**src/rtl/systolic_pe_pkg.sv**
```systemverilog
// -----------------------------------------------------------------------------
// systolic_pe_pkg
// Shared accelerator constants for the systolic-array processing element.
//   DATA_W   : default operand width (feature / weight)
//   PSUM_W   : derived partial-sum width (2*DATA_W)
//   PSUM_RST : value every PE register takes on reset (all bits)
// -----------------------------------------------------------------------------
package systolic_pe_pkg;

    localparam int DATA_W = 8;
    localparam int PSUM_W = 2 * DATA_W;

    localparam logic PSUM_RST = 1'b0;

endpackage : systolic_pe_pkg

```
**src/rtl/systolic_pe_if.sv**
```systemverilog
// -----------------------------------------------------------------------------
// systolic_pe_if
// Per-PE signal bundle between the array controller / neighbours and one PE.
//   Sclr       : base select, 1 = restart from C, 0 = accumulate onto own P
//   compute_SA : compute enable, 0 = hold
//   F, W       : feature and stationary weight operands (N bits)
//   C          : upstream partial sum (2N bits)
//   Next_F     : registered feature for the right neighbour (N bits)
//   P          : registered partial sum (2N bits)
// Modports: master = array side, slave = the PE.
// -----------------------------------------------------------------------------
interface systolic_pe_if
    import systolic_pe_pkg::*;
#(
    parameter int N = DATA_W
) ();

    logic             Sclr;
    logic             compute_SA;
    logic [N-1:0]     F;
    logic [N-1:0]     W;
    logic [2*N-1:0]   C;
    logic [N-1:0]     Next_F;
    logic [2*N-1:0]   P;

    modport master (
        output Sclr,
        output compute_SA,
        output F,
        output W,
        output C,
        input  Next_F,
        input  P
    );

    modport slave (
        input  Sclr,
        input  compute_SA,
        input  F,
        input  W,
        input  C,
        output Next_F,
        output P
    );

endinterface : systolic_pe_if

```
**src/rtl/systolic_pe_mac.sv**
```systemverilog
// -----------------------------------------------------------------------------
// systolic_pe_mac
// Combinational unsigned multiply-add: o_sum = i_base + i_f * i_w, modulo 2^(2N).
// Kept separate so the multiplier can be mapped to a DSP or swapped later.
//   i_f, i_w : N-bit unsigned operands
//   i_base   : 2N-bit accumulation base
//   o_sum    : 2N-bit wrapped result
// -----------------------------------------------------------------------------
module systolic_pe_mac
    import systolic_pe_pkg::*;
#(
    parameter int N = DATA_W
) (
    input  logic [N-1:0]   i_f,
    input  logic [N-1:0]   i_w,
    input  logic [2*N-1:0] i_base,
    output logic [2*N-1:0] o_sum
);

    localparam int PW = 2 * N;

    logic [PW-1:0] w_prod;

    // Full-width product: an NxN unsigned multiply never exceeds 2N bits.
    assign w_prod = PW'(i_f) * PW'(i_w);
    assign o_sum  = i_base + w_prod;

endmodule : systolic_pe_mac

```
**src/rtl/systolic_pe.sv**
```systemverilog
// -----------------------------------------------------------------------------
// systolic_pe
// One weight-stationary systolic-array processing element. Each enabled cycle
// it registers P <= base + F*W (base = C when Sclr, else own P) and forwards F
// to the right neighbour on Next_F with one cycle of delay.
//   Clk   : system clock, rising edge
//   Rst_n : synchronous active-low reset, priority over everything
//   pe    : systolic_pe_if slave (Sclr, compute_SA, F, W, C -> Next_F, P)
// -----------------------------------------------------------------------------
module systolic_pe
    import systolic_pe_pkg::*;
#(
    parameter int N = DATA_W
) (
    input  logic        Clk,
    input  logic        Rst_n,
    systolic_pe_if.slave pe
);

    localparam int PW = 2 * N;

    logic [N-1:0]  r_next_f;
    logic [PW-1:0] r_p;
    logic [PW-1:0] w_base;
    logic [PW-1:0] w_sum;

    // Base select is combinational so a Sclr toggle acts on the edge it is sampled.
    assign w_base = pe.Sclr ? pe.C : r_p;

    systolic_pe_mac #(
        .N (N)
    ) u_mac (
        .i_f    (pe.F),
        .i_w    (pe.W),
        .i_base (w_base),
        .o_sum  (w_sum)
    );

    always_ff @(posedge Clk) begin
        if (!Rst_n) begin
            r_next_f <= {N{PSUM_RST}};
            r_p      <= {PW{PSUM_RST}};
        end else if (pe.compute_SA) begin
            r_next_f <= pe.F;
            r_p      <= w_sum;
        end
    end

    assign pe.Next_F = r_next_f;
    assign pe.P      = r_p;

endmodule : systolic_pe

```
**src/flat_wrapper.sv**
```systemverilog
// flat-port wrapper written by rule: the top's interface ports become plain ports
module systolic_pe_flat import systolic_pe_pkg::*;
#(
    parameter int N = DATA_W
)
  (Clk, Rst_n, pe_Sclr, pe_compute_SA, pe_F, pe_W, pe_C, pe_Next_F, pe_P);
  systolic_pe_if #(.N(N)) pe_i ();
  input  logic Clk;
  input  logic Rst_n;
  input wire logic [$bits(pe_i.Sclr)-1:0] pe_Sclr;
  input wire logic [$bits(pe_i.compute_SA)-1:0] pe_compute_SA;
  input wire logic [$bits(pe_i.F)-1:0] pe_F;
  input wire logic [$bits(pe_i.W)-1:0] pe_W;
  input wire logic [$bits(pe_i.C)-1:0] pe_C;
  output wire logic [$bits(pe_i.Next_F)-1:0] pe_Next_F;
  output wire logic [$bits(pe_i.P)-1:0] pe_P;
  assign pe_i.Sclr = pe_Sclr;
  assign pe_i.compute_SA = pe_compute_SA;
  assign pe_i.F = pe_F;
  assign pe_i.W = pe_W;
  assign pe_i.C = pe_C;
  assign pe_Next_F = pe_i.Next_F;
  assign pe_P = pe_i.P;
  systolic_pe #(.N(N)) u_core (.Clk(Clk), .Rst_n(Rst_n), .pe(pe_i));
endmodule
```
**config.mk**
```make
export PLATFORM = sky130hd
export DESIGN_NAME = systolic_pe_flat
export DESIGN_NICKNAME = d
export VERILOG_FILES = /design/src/rtl/systolic_pe_pkg.sv /design/src/rtl/systolic_pe_if.sv /design/src/rtl/systolic_pe_mac.sv /design/src/rtl/systolic_pe.sv /design/src/flat_wrapper.sv
export SDC_FILE = /design/constraint.sdc
export NUM_CORES = 1
export LEC_CHECK = 0
export CORE_MARGIN = 2
export CORE_UTILIZATION = 40
export CTS_CLUSTER_DIAMETER = 30
export DETAILED_ROUTE_END_ITERATION = 7
export MAX_ROUTING_LAYER = met4
export PLACE_DENSITY = 0.65
export SYNTH_ARGS = -nofsm -noshare
export SYNTH_HDL_FRONTEND = slang
export SYNTH_SLANG_ARGS = --single-unit
```
**constraint.sdc**
```tcl
create_clock -name Clk -period 6.8 [get_ports Clk]
set_clock_uncertainty 0.1 [all_clocks]
set_input_delay 0.68 -clock Clk [delete_from_list [all_inputs] [get_ports Clk]]
set_output_delay 0.68 -clock Clk [all_outputs]
set_load 0.05 [all_outputs]
```
==> out/qor.yml, run 1 <==
critical_path:
  cpMostUsedCell: "fa_1"
  cp-startpoint: "pe_Sclr"
  start_kind: "input port"
  worstPathMaxFanout: 12
  critical_path.max_stage_delay_ps: 670
  r2r_end: "u_core.pe.P[12]$_SDFFE_PN0P_"
  slowest_stage: "clkdlybuf4s50_1"
  endpoint_kind: "register"
  worstSetupPathType: "in2reg"
  r2r_cells: 14
  critical-path-top-delay-family: "adder cells"
  cp.arrival_ps: 5420
  required_ps: 6910
  critPathBufInv: 4
  rrSetupSlack_ps: 2460
  r2r-start: "u_core.pe.P[6]$_SDFFE_PN0P_"
  crit_path_cell_trace: "clkdlybuf4s50_1 > buf_4 > mux2_2 > ha_1 > fa_1 > fa_1 > inv_1 > fa_1 > inv_1 > ha_1 > o211a_1 > o31a_2 > o21ai_0 > a2111oi_0 > a311o_1"
synth:
  synth-seq-cells: 24
  syn_avg_cell_area_um2: 8.81
  yosysSeqAreaShare_pct: 13.6
  postSynthCellCount: 402
  synthArstFlopShare_pct: 0
  synth_top_area_share_pct: 28.2
  synthesis.nets: 523
  yosysWarningCount: 0
  synth_area_um2: 3540
  synth-main-ff-cell: "dfxtp_1"
  synth.area.top_cells: "fa_1 (28%), dfxtp_1 (14%), ha_1 (12%)"
  synth_cell_types: 41
  yosys.area.top_type: "fa_1"
  synth_enable_flop_cells: 0
timing:
  hold_viol: 0
  setup_violations: 0
  tightest_slew_ps: 663
  period_share_pct: 78.1
  setup_tns_ps: 0
  fin_crit_ps: 5310
  slew_headroom_pct: 55.8
  drv_slew: 0
  rsz0062_at_grt: "no"
  max_freq_mhz: 188
  hold_ws_ps: 387
detailed_routing:
  wl_um: 8710
  wl_met1_um: 4160
  wl_met2_um: 4250
  wl_per_cell_um: 15.5
  drtAntennaViolNets: 0
  drtIter0Drc: 78
  drc: 0
  dr.pass1.iters: 4
  dr_wl_met3_um: 235
  post_drt_via_cell_ratio: 5.08
  num_vias: 2850
  dr.max_layer_used: "met4"
clock_tree:
  cts_buffer_depth: 2
  ctsRootBufferMaster: "clkbuf_8"
  clk_latency_ps: 260
  clk_pin_slew_ps: 80
  cts_buffers: 3
  cts_tree: "done"
  post_cts_buffers: 0
  cts.sinks: 24
  cts-htree-levels: 1
  cts_hold_buf: 0
  post_cts_resized: 0
run_status:
  outcome: "finished, final reports clean"
power_and_ir_drop:
  peakVddDrop_v: 0.000189
  p_leak_nw: 2.19
  powerDensity_nw_per_um2: 328
final_layout:
  multi_input_area_um2: 2670
  diodes: 0
  syn2layout_area_growth_pct: 20.6
  seqCellArea_um2: 480
  stdcell_count: 561
  nets: 576
  num-fill-cells: 849
  drive_gt1_share_pct: 3.53
floorplanning:
  start_util_pct: 41.0
  io-pin-count: 60
  die_w_um: 98.1
  coreArea_um2: 8640
  design.die.area_um2: 9630
  die_h_um: 98.1
  rows: 34
placed_design:
  io_buffers: 59
  place_hpwl_um: 7200
  dp_cells: 558
  gp_congestion: 0.845
hold_path:
  min_path_type: "reg2reg"
  hold_start: "u_core.pe.P[9]$_SDFFE_PN0P_"
  hold_end: "u_core.pe.P[9]$_SDFFE_PN0P_"
  hold-path-cell-count: 2
grt:
  antenna_found_initial: 0
  grt_use_total_pct: 19.2
  grt_pass1_wl_um: 14600
  grt_max_degree: 29
  grt_pass1_vias: 2908
  grt_overflow: 0
job:
  maxCapViolCount: 0
layout make-up:
type,count,share of cell area [%]
Sequential cell,24,11.2
Timing Repair Buffer,61,14.2
Multi-Input combinational cell,275,62.5
Clock buffer,3,0.966
Inverter,90,7.91
Tap cell,108,3.16
worst max path at each step:
stage | slack, ps | end | depth (start not counted)
after floorplan | 1730 | u_core.pe.P[12]$_SDFFE_PN0P_ | 16
after global placement | 1340 | u_core.pe.P[11]$_SDFFE_PN0P_ | 15
after detailed placement | 1230 | u_core.pe.P[11]$_SDFFE_PN0P_ | 15
after CTS | 1490 | u_core.pe.P[11]$_SDFFE_PN0P_ | 15
after global routing | 1270 | u_core.pe.P[11]$_SDFFE_PN0P_ | 15
final | 1490 | u_core.pe.P[11]$_SDFFE_PN0P_ | 15
placed cells by master (no fill, tap or decap), drive strengths merged, types with 3 or more instances in the layout:
master         Yosys  layout
inv               90      90
clkdlybuf4s50      0      59
fa                50      50
and2              38      38
ha                35      35
nand2             32      32
mux2i             25      25
dfxtp             24      24
nor2              16      16
a21oi             11      11
a21o              10      10
nand3              7       7
o21ai              6       6
mux2               5       5
and3               5       5
xnor2              4       4
or3                4       4
clkbuf            11       3
worst register-to-register path: stages, from the launching register on:
cell and delay [ps]:
dfxtp_1 380, mux2i_1 110, fa_1 490, inv_1 50
fa_1 490, inv_1 50, fa_1 480, fa_1 550
inv_1 40, ha_1 350, a21o_1 180, a21oi_1 290
a21oi_1 120, or3_1 310, a41o_1 240
flip-flops by register name, summed over array words and instances, names as in the netlist:
register	flops
u_core.pe.Next_F	8
u_core.pe.P	16
routing by layer:
metal / track usage [%] / vias up
met5: - / -
met4: 1.71 / 0
met3: 2.15 / 6
met2: 31.3 / 55
met1: 27.1 / 1412
li1: - / 1377
cell usage after synthesis, types with 3 or more instances:
cell type  number
a21o_1          9
a21oi_1        11
and2_1         37
and3_1          5
clkbuf_1       10
dfxtp_1        24
fa_1           50
ha_1           35
inv_1          90
mux2_2          5
mux2i_1        25
nand2_1        32
nand3_1         7
nor2_1         16
o21ai_0         6
or3_1           3
xnor2_1         4
logic make-up (layout without fill, tap and decap cells):
kind of cell / after synthesis / in the layout / synth area share [%]
simple gates: 110 / 110 / 16.1
fa+ha+maj: 85 / 85 / 40.6
compound gates: 46 / 46 / 9.11
flops: 24 / 24 / 13.6
buf+inv: 103 / 154 / 11.0
mux: 30 / 30 / 8.65
xor+xnor: 4 / 4 / 0.989
report_power, final:
part           total, mW  switching, mW  internal [mW]
Clock             0.0838         0.0442         0.0396
Sequential         0.198         0.0260          0.172
Combinational       1.12          0.650          0.469
through the flow:
| step | power [mW] | cell area, µm² | util (%) | worst slack, ps |
|---|---|---|---|---|
| finish | 1.40 | 4270 | 49.5 | 1490 |
| CTS | 1.41 | 4270 | 49.5 | 1490 |
| detailed placement | 1.32 | 4230 | 49.0 | 1230 |
| global placement | 1.29 | 4230 | 49.0 | 1340 |
| floorplan | 1.04 | 3540 | - | 1730 |
| global route | 1.57 | 4270 | 49.5 | 1270 |
Power figures use the tool's default switching activity.
==> inputs of run 2 (changes only) <==
==> constraint.sdc (replaced) <==
create_clock -name Clk -period 5.4 [get_ports Clk]
set_clock_uncertainty 0.1 [all_clocks]
set_input_delay 0.54 -clock Clk [delete_from_list [all_inputs] [get_ports Clk]]
set_output_delay 0.54 -clock Clk [all_outputs]
set_load 0.05 [all_outputs]
==> run 2 against run 1 <==
Against the previous run:
- cell count is 1.8% higher
- count of clock-buffer cells in the layout increased by 1
- utilization up 1.1 points
- total power is 30% higher
- largest cell class unchanged
- largest power group unchanged
==> out/qor.yml, run 2 (synthesis gave the netlist of run 1 again) <==
clock_tree:
  clk_pin_slew_ps: 90
  cts_hold_buf: 0
  cts_buffers: 3
  post_cts_resized: 0
  post_cts_buffers: 0
  clk_latency_ps: 270
  cts_tree: "done"
  cts.sinks: 24
  cts-htree-levels: 1
  cts_buffer_depth: 2
  ctsRootBufferMaster: "clkbuf_8"
detailed_routing:
  wl_um: 8780
  dr.pass1.iters: 4
  drtIter0Drc: 128
  wl_per_cell_um: 15.4
  drc: 0
  wl_met1_um: 4190
  drtAntennaViolNets: 0
  wl_met2_um: 4190
  dr.max_layer_used: "met4"
  post_drt_via_cell_ratio: 4.97
  num_vias: 2840
  dr_wl_met3_um: 235
final_layout:
  diodes: 0
  drive_gt1_share_pct: 5.62
  largest_register_ffs: 16
  final_common_cell: "inv_1"
  final_cell_mix: "inv_1 (90), clkdlybuf4s50_1 (59), fa_1 (50), and2_1 (37), ha_1 (35)"
  stdcell_area_um2: 4370
  syn2layout_area_growth_pct: 23.2
  stdcell_count: 571
  nets: 585
  regMostFlops: "u_core.pe.P"
  num-fill-cells: 828
critical_path:
  slowest_stage: "clkdlybuf4s50_1"
  worstSetupPathType: "in2reg"
  required_ps: 5460
  critical_path.max_stage_delay_ps: 760
  worstPathMaxFanout: 9
  crit_path_cell_trace: "clkdlybuf4s50_1 > nand2_1 > fa_1 > inv_1 > fa_1 > inv_1 > fa_1 > fa_1 > inv_1 > ha_1 > o211a_1 > o31a_2 > o21ai_0 > a2111oi_0 > a311o_1"
  cp.arrival_ps: 5090
  endpoint_kind: "register"
  cpMostUsedCell: "fa_1"
  start_kind: "input port"
placed_design:
  dpl_cell_area_um2: 4310
  io_buffers: 59
  place_hpwl_um: 7290
  dp_cells: 567
  gp_congestion: 0.887
grt:
  grt_use_total_pct: 19.7
  grt_max_degree: 29
  antenna_found_initial: 0
  grt_pass1_vias: 2997
  grt_overflow: 0
  grt_pass1_wl_um: 14900
timing:
  hold_viol: 0
  max_freq_mhz: 199
  hold_ws_ps: 385
  rsz0062_at_grt: "no"
  period_share_pct: 93.1
  drv_slew: 0
  tightest_slew_ps: 708
  setup_violations: 0
  fin_crit_ps: 5030
  slew_headroom_pct: 52.8
  setup_tns_ps: 0
power_and_ir_drop:
  p_leak_nw: 2.25
  powerDensity_nw_per_um2: 416
  peakVddDrop_v: 0.000231
floorplanning:
  die_h_um: 98.1
  design.die.area_um2: 9630
  coreArea_um2: 8640
  start_util_pct: 41.0
  io-pin-count: 60
  rows: 34
  die_w_um: 98.1
job:
  maxCapViolCount: 0
hold_path:
  min_path_type: "reg2reg"
run_status:
  outcome: "finished, final reports clean"
run 2: cell type report:
cell class                 instances  area, µm²  share of cell area [%]
multi-input combinational        275       2670                    61.2
timing repair buffer              70        686                    15.7
sequential                        24        480                    11.0
inverter                          90        338                    7.74
tap                              108        135                    3.09
clock buffer                       4       55.1                    1.26
run 2: worst paths after layout:
path                               startpoint                      endpoint  slack, ps  cells past startpoint
hold / removal    u_core.pe.P[9]$_SDFFE_PN0P_   u_core.pe.P[9]$_SDFFE_PN0P_        390                      2
setup / recovery                      pe_F[5]  u_core.pe.P[11]$_SDFFE_PN0P_        370                     15
hold reg to reg   u_core.pe.P[9]$_SDFFE_PN0P_   u_core.pe.P[9]$_SDFFE_PN0P_        390                      2
setup reg to reg  u_core.pe.P[7]$_SDFFE_PN0P_  u_core.pe.P[11]$_SDFFE_PN0P_       1090                     14
run 2: worst max-delay path: cells and delay by family:
family	cells	cell delay (ps)
adders and majority gates	5	2420
buffers and inverters	4	910
and+or+nand+nor	1	150
AOI/OAI and AO/OA	5	1080
run 2: per-layer routing:
| metal | global-route usage [%] | up-vias |
|---|---|---|
| met3 | 2.29 | 8 |
| met2 | 31.8 | 50 |
| met1 | 26.9 | 1393 |
| met5 | - | - |
| met4 | 3.85 | 0 |
| li1 | - | 1389 |
run 2: power breakdown:
part | leakage [nW] | switching, mW | internal (mW) | total [mW]
Clock | 0.0288 | 0.0599 | 0.0652 | 0.125
Combinational | 2.02 | 0.822 | 0.620 | 1.44
Sequential | 0.198 | 0.0330 | 0.217 | 0.250
run 2: per-stage QoR:
step / util, % / total power [mW] / setup slack, ps
after global routing: 50.6 / 2.02 / 72.4
after detailed placement: 49.9 / 1.69 / 57.9
after CTS: 50.6 / 1.83 / 338
after floorplan: - / 1.31 / 474
after global placement: 49.9 / 1.67 / 139
final: 50.6 / 1.82 / 371
==> RTL edit 1, RTL diff (settings of run 2) <==
Make the reset (`Rst_n`) asynchronous in one clocked block. Comments in the files are not updated.
--- a/src/rtl/systolic_pe.sv
+++ b/src/rtl/systolic_pe.sv
@@ -37,5 +37,5 @@
     );
 
-    always_ff @(posedge Clk) begin
+    always_ff @(posedge Clk or negedge Rst_n) begin
         if (!Rst_n) begin
             r_next_f <= {N{PSUM_RST}};
Function: differs if Rst_n is asserted again (counterexample within 4 cycles, from zero or initial values and one cycle with Rst_n low); with Rst_n held inactive, the same outputs for 10 cycles.
==> RTL edit 1 against run 2 <==
- wire length grew 1.8%
- setup slack better by 0.097 ns
- combinational power increased by 41%
- cell area up 1.2%
- total power is 36% higher
- worst hold slack better by 0.031 ns
- fmax is 2.0% higher
- sequential cell count unchanged
- area after synthesis increased by 2.8%
- critical endpoint is now u_core.pe.P[14]
==> RTL edit 1: results (changes against run 2) <==
| Metric | Value |
|---|---|
| Worst hold path depth | `1 (-1)` |
| R2R Setup Slk | `1.13 ns (+0.04 ns)` |
| Hold EP | `u_core.pe.Next_F[6]` |
| Gpl congestion | `0.8571 (-3.4%)` |
| Met2 wire len | `4.535 mm (+8.3%)` |
| Launch point of the worst reg-to-reg path | `u_core.pe.P[6]` |
| Asr flop ratio synth | `1.000 (+1.000)` |
| Post-synthesis mux area share | `0.09512 (+0.008612)` |
| Pin count of the biggest net entering global routing | `31 (+6.9%)` |
| Crit path to | `u_core.pe.P[14]` |
| Layout cells sized above 1 | `0.07965 (+0.02349)` |
| Met3 wire length | `285 um (+21%)` |
| Global-route wire length before repair | `15.12 mm (+1.3%)` |
| Compound-gate portion of the synthesized area | `0.06628 (-0.02482)` |
| Synth Area in XOR/XNOR | `0.01683 (+0.006940)` |
| Wire per inst | `15.97 um (+3.8%)` |
| Maximum clock frequency | `202.8 MHz (+2.0%)` |
| Via density | `5.032 (+1.2%)` |
| Hold path start | `u_core.pe.Next_F[6]` |
| Top cells by area, synth | `fa_1 27%, dfrtp_1 16%, ha_1 12%` |
| Crit path largest cell delay | `0.74 ns (-0.02 ns)` |
| Nets | `574 (-1.9%)` |
| Cells after Synth | `392 (-2.5%)` |
| Worst vdd ir | `380.1 uV (+65%)` |
| Inst Count DP | `556 (-1.9%)` |
| CP arrival | `5.00 ns (-0.09 ns)` |
| Seq/Total Area, Yosys | `0.1648 (+0.02924)` |
| Outcome | `complete, no violations` |
| Synth Area in Adders | `0.3949 (-0.01116)` |
| Leakage | `2.172 nW (-3.3%)` |
| GRT Total Usage | `0.1962 (-0.0004514)` |
| Routed metal-1 wirelength | `4.082 mm (-2.6%)` |
| Met2 usage | `0.3295 (+0.01182)` |
| Synth top cells by count | `90 x inv_1, 50 x fa_1, 37 x and2_1` |
| Vias | `2818 (-0.77%)` |
| Fill count | `830 (+0.24%)` |
| Syn_nets | `513 (-1.9%)` |
| Slew margin rel. | `0.6596 (+0.1318)` |
| DP Area | `4365 um2 (+1.2%)` |
| Via count of the first global-routing pass | `3012 (+0.50%)` |
| Top_reg_cell synth | `dfrtp_1` |
| Postcts setup bufs | `0 (unchanged)` |
| DP Worst Slack | `0.2032 ns (+0.1453 ns)` |
| WHS | `0.4164 ns (+0.03133 ns)` |
## RTL edit 1: cell count changes after synthesis, sizes merged, moves of 7 or more
cell    before  now
mux2         5   21
mux2i       25   11
dfrtp        0   24
clkbuf      11    4
a21o        10    3
nor2        16    8
dfxtp       24    0
## RTL edit 1: layout make-up
class	instances	area (um2)	area share
clock buffers	4	55.05	0.01245
inverters	90	337.8	0.07642
multi-input cells	267	2641	0.5975
flip-flops and latches	24	600.6	0.1359
well taps	108	135.1	0.03057
repair buffers	67	650.6	0.1472
## RTL edit 1: report_power, final
part	internal [mW]	switching (mW)	leakage [nW]	total, mW
clock network	0.0651	0.0581	0.0288	0.123
registers	0.257	0.0584	0.281	0.316
logic	0.835	1.20	1.86	2.03
total	1.16	1.31	2.17	2.47
==> RTL edit 2, RTL diff (flow settings as in run 2) <==
Made on the original files. `DATA_W`: 8 -> 10.
--- a/src/rtl/systolic_pe_pkg.sv
+++ b/src/rtl/systolic_pe_pkg.sv
@@ -8,5 +8,5 @@
 package systolic_pe_pkg;
 
-    localparam int DATA_W = 8;
+    localparam int DATA_W = 10;
     localparam int PSUM_W = 2 * DATA_W;
 
Ports: changed (5 resized); port bits go from 60 to 74. No check against the original RTL was run, so the function may have changed too.
==> RTL edit 2 against run 2 <==
- wire length increased by 66%
- clock power increased to 3.0 times the old value
- core utilization increased by 3.7 points
- total power increased by 110%
- combinational power increased by 120%
- global-route usage increased by 2.4 points
- sequential share of layout area decreased by 2.3 points
- cell area increased by 57%
- non-clock buffer count increased by 74
- register-to-register slack improved by 0.37 ns
- area after synthesis increased by 48%
- sequential cell count increased by 6
- setup slack got worse by 0.20 ns
- critical path type unchanged
==> RTL edit 2: results (changes against run 2) <==
| Metric | Value |
|---|---|
| Initial DRC Count | `215 (+68%)` |
| Post-synth top area share | `0.3101 (+0.02764)` |
| Hold EP | `u_core.pe.Next_F[3]` |
| Slew margin rel. | `0.4067 (-0.1211)` |
| Global-route wire length before repair | `24.09 mm (+61%)` |
| Hold path start | `u_core.pe.Next_F[3]` |
| Met3 wire length | `644 um (+170%)` |
| Via count of the first global-routing pass | `4794 (+60%)` |
| Maximum clock frequency | `191.2 MHz (-3.8%)` |
| WHS | `0.3860 ns (+0.0009110 ns)` |
| Netlist cell types | `51 (+24%)` |
| Worst-path clk slew | `0.05 ns (-0.04 ns)` |
| Crit-path slowest cell | `fa_1` |
| Crit path largest cell delay | `0.57 ns (-0.19 ns)` |
| DP Area | `6626 um2 (+54%)` |
| Fill count | `1172 (+42%)` |
| Inst Count DP | `878 (+55%)` |
| Total CTS buffers | `5 (+2)` |
| Syn_nets | `772 (+48%)` |
| Routed metal-1 wirelength | `6.833 mm (+63%)` |
| Met2 wire len | `6.930 mm (+66%)` |
| Layout cells sized above 1 | `0.1499 (+0.09370)` |
| R2R Setup Slk | `1.46 ns (+0.37 ns)` |
| Outcome | `complete, no violations` |
| Top cells by area, synth | `fa_1 31%, ha_1 13%, dfxtp_1 11%` |
| Seq/Total Area, Yosys | `0.1149 (-0.02073)` |
| Synth top cells by count | `107 x inv_1, 81 x fa_1, 64 x nand2_1` |
[RTL edit 2: cell types whose count changed after synthesis, moves of 5 or more]
cell      before  now
inv_1         90  107
o21ai_0        6   12
and2_1        37   49
dfxtp_1       24   30
nor2_1        16   31
fa_1          50   81
clkbuf_1      10   28
mux2_2         5   15
nand2_1       32   64
o21a_1         1    6
ha_1          35   53
[RTL edit 2: worst max-delay path by stage]
stage	to	cells past startpoint	from
6_report	u_core.pe.P[13]	17	pe_F[7]
5_1_grt	u_core.pe.P[13]	17	pe_F[7]
4_1_cts	u_core.pe.P[13]	17	pe_W[5]
3_5_place_dp	u_core.pe.P[13]	17	pe_W[4]
3_3_place_gp	u_core.pe.P[16]	18	pe_W[4]
2_1_floorplan	u_core.pe.P[15]	15	pe_W[1]
[RTL edit 2: area by class of cell]
cell class	count	area, um2	share of cell area
clock buffers	6	138.9	0.02021
clock inverters	2	60.06	0.008740
inverters	108	405.4	0.05899
multi-input cells	424	4126	0.6005
flip-flops and latches	30	600.6	0.08740
well taps	172	215.2	0.03132
repair buffers	144	1325	0.1928
[RTL edit 2: report_power, final]
part           leakage [nW]  switching (mW)  internal, mW  total (mW)
registers             0.248          0.0496         0.277       0.326
logic                  3.08            1.72          1.45        3.17
clock network        0.0971           0.104         0.277       0.381
[RTL edit 2: timing repair]
item | CTS | global route
hold buffers | 0 | 0
resized for setup | 1 | 11
pin swaps | 0 | 4
endpoints found under the setup margin | 4 | 9
[RTL edit 2: routing by layer]
| metal | global-route usage | up-vias |
|---|---|---|
| met5 | - | - |
| met4 | 0.03991 | 0 |
| met3 | 0.03137 | 20 |
| met2 | 0.3486 | 122 |
| met1 | 0.3047 | 2243 |
| li1 | - | 2125 |
[RTL edit 2: logic make-up after synthesis]
group,Yosys count,synth area share
muxes,36,0.07250
DFF,30,0.1149
AOI/OAI and AO/OA,69,0.09452
buffers and inverters,140,0.1027
and+or+nand+nor,180,0.1701
adders and majority gates,134,0.4369
xor gates and xnor gates,5,0.008377
[RTL edit 2: critical path: cells and delay by family]
family	cells	cell delay (ns)
buffers and inverters	4	0.85
AND/OR/NAND/NOR	3	0.28
adder cells (fa/ha/maj)	6	2.81
AO/OA/AOI/OAI	4	0.82
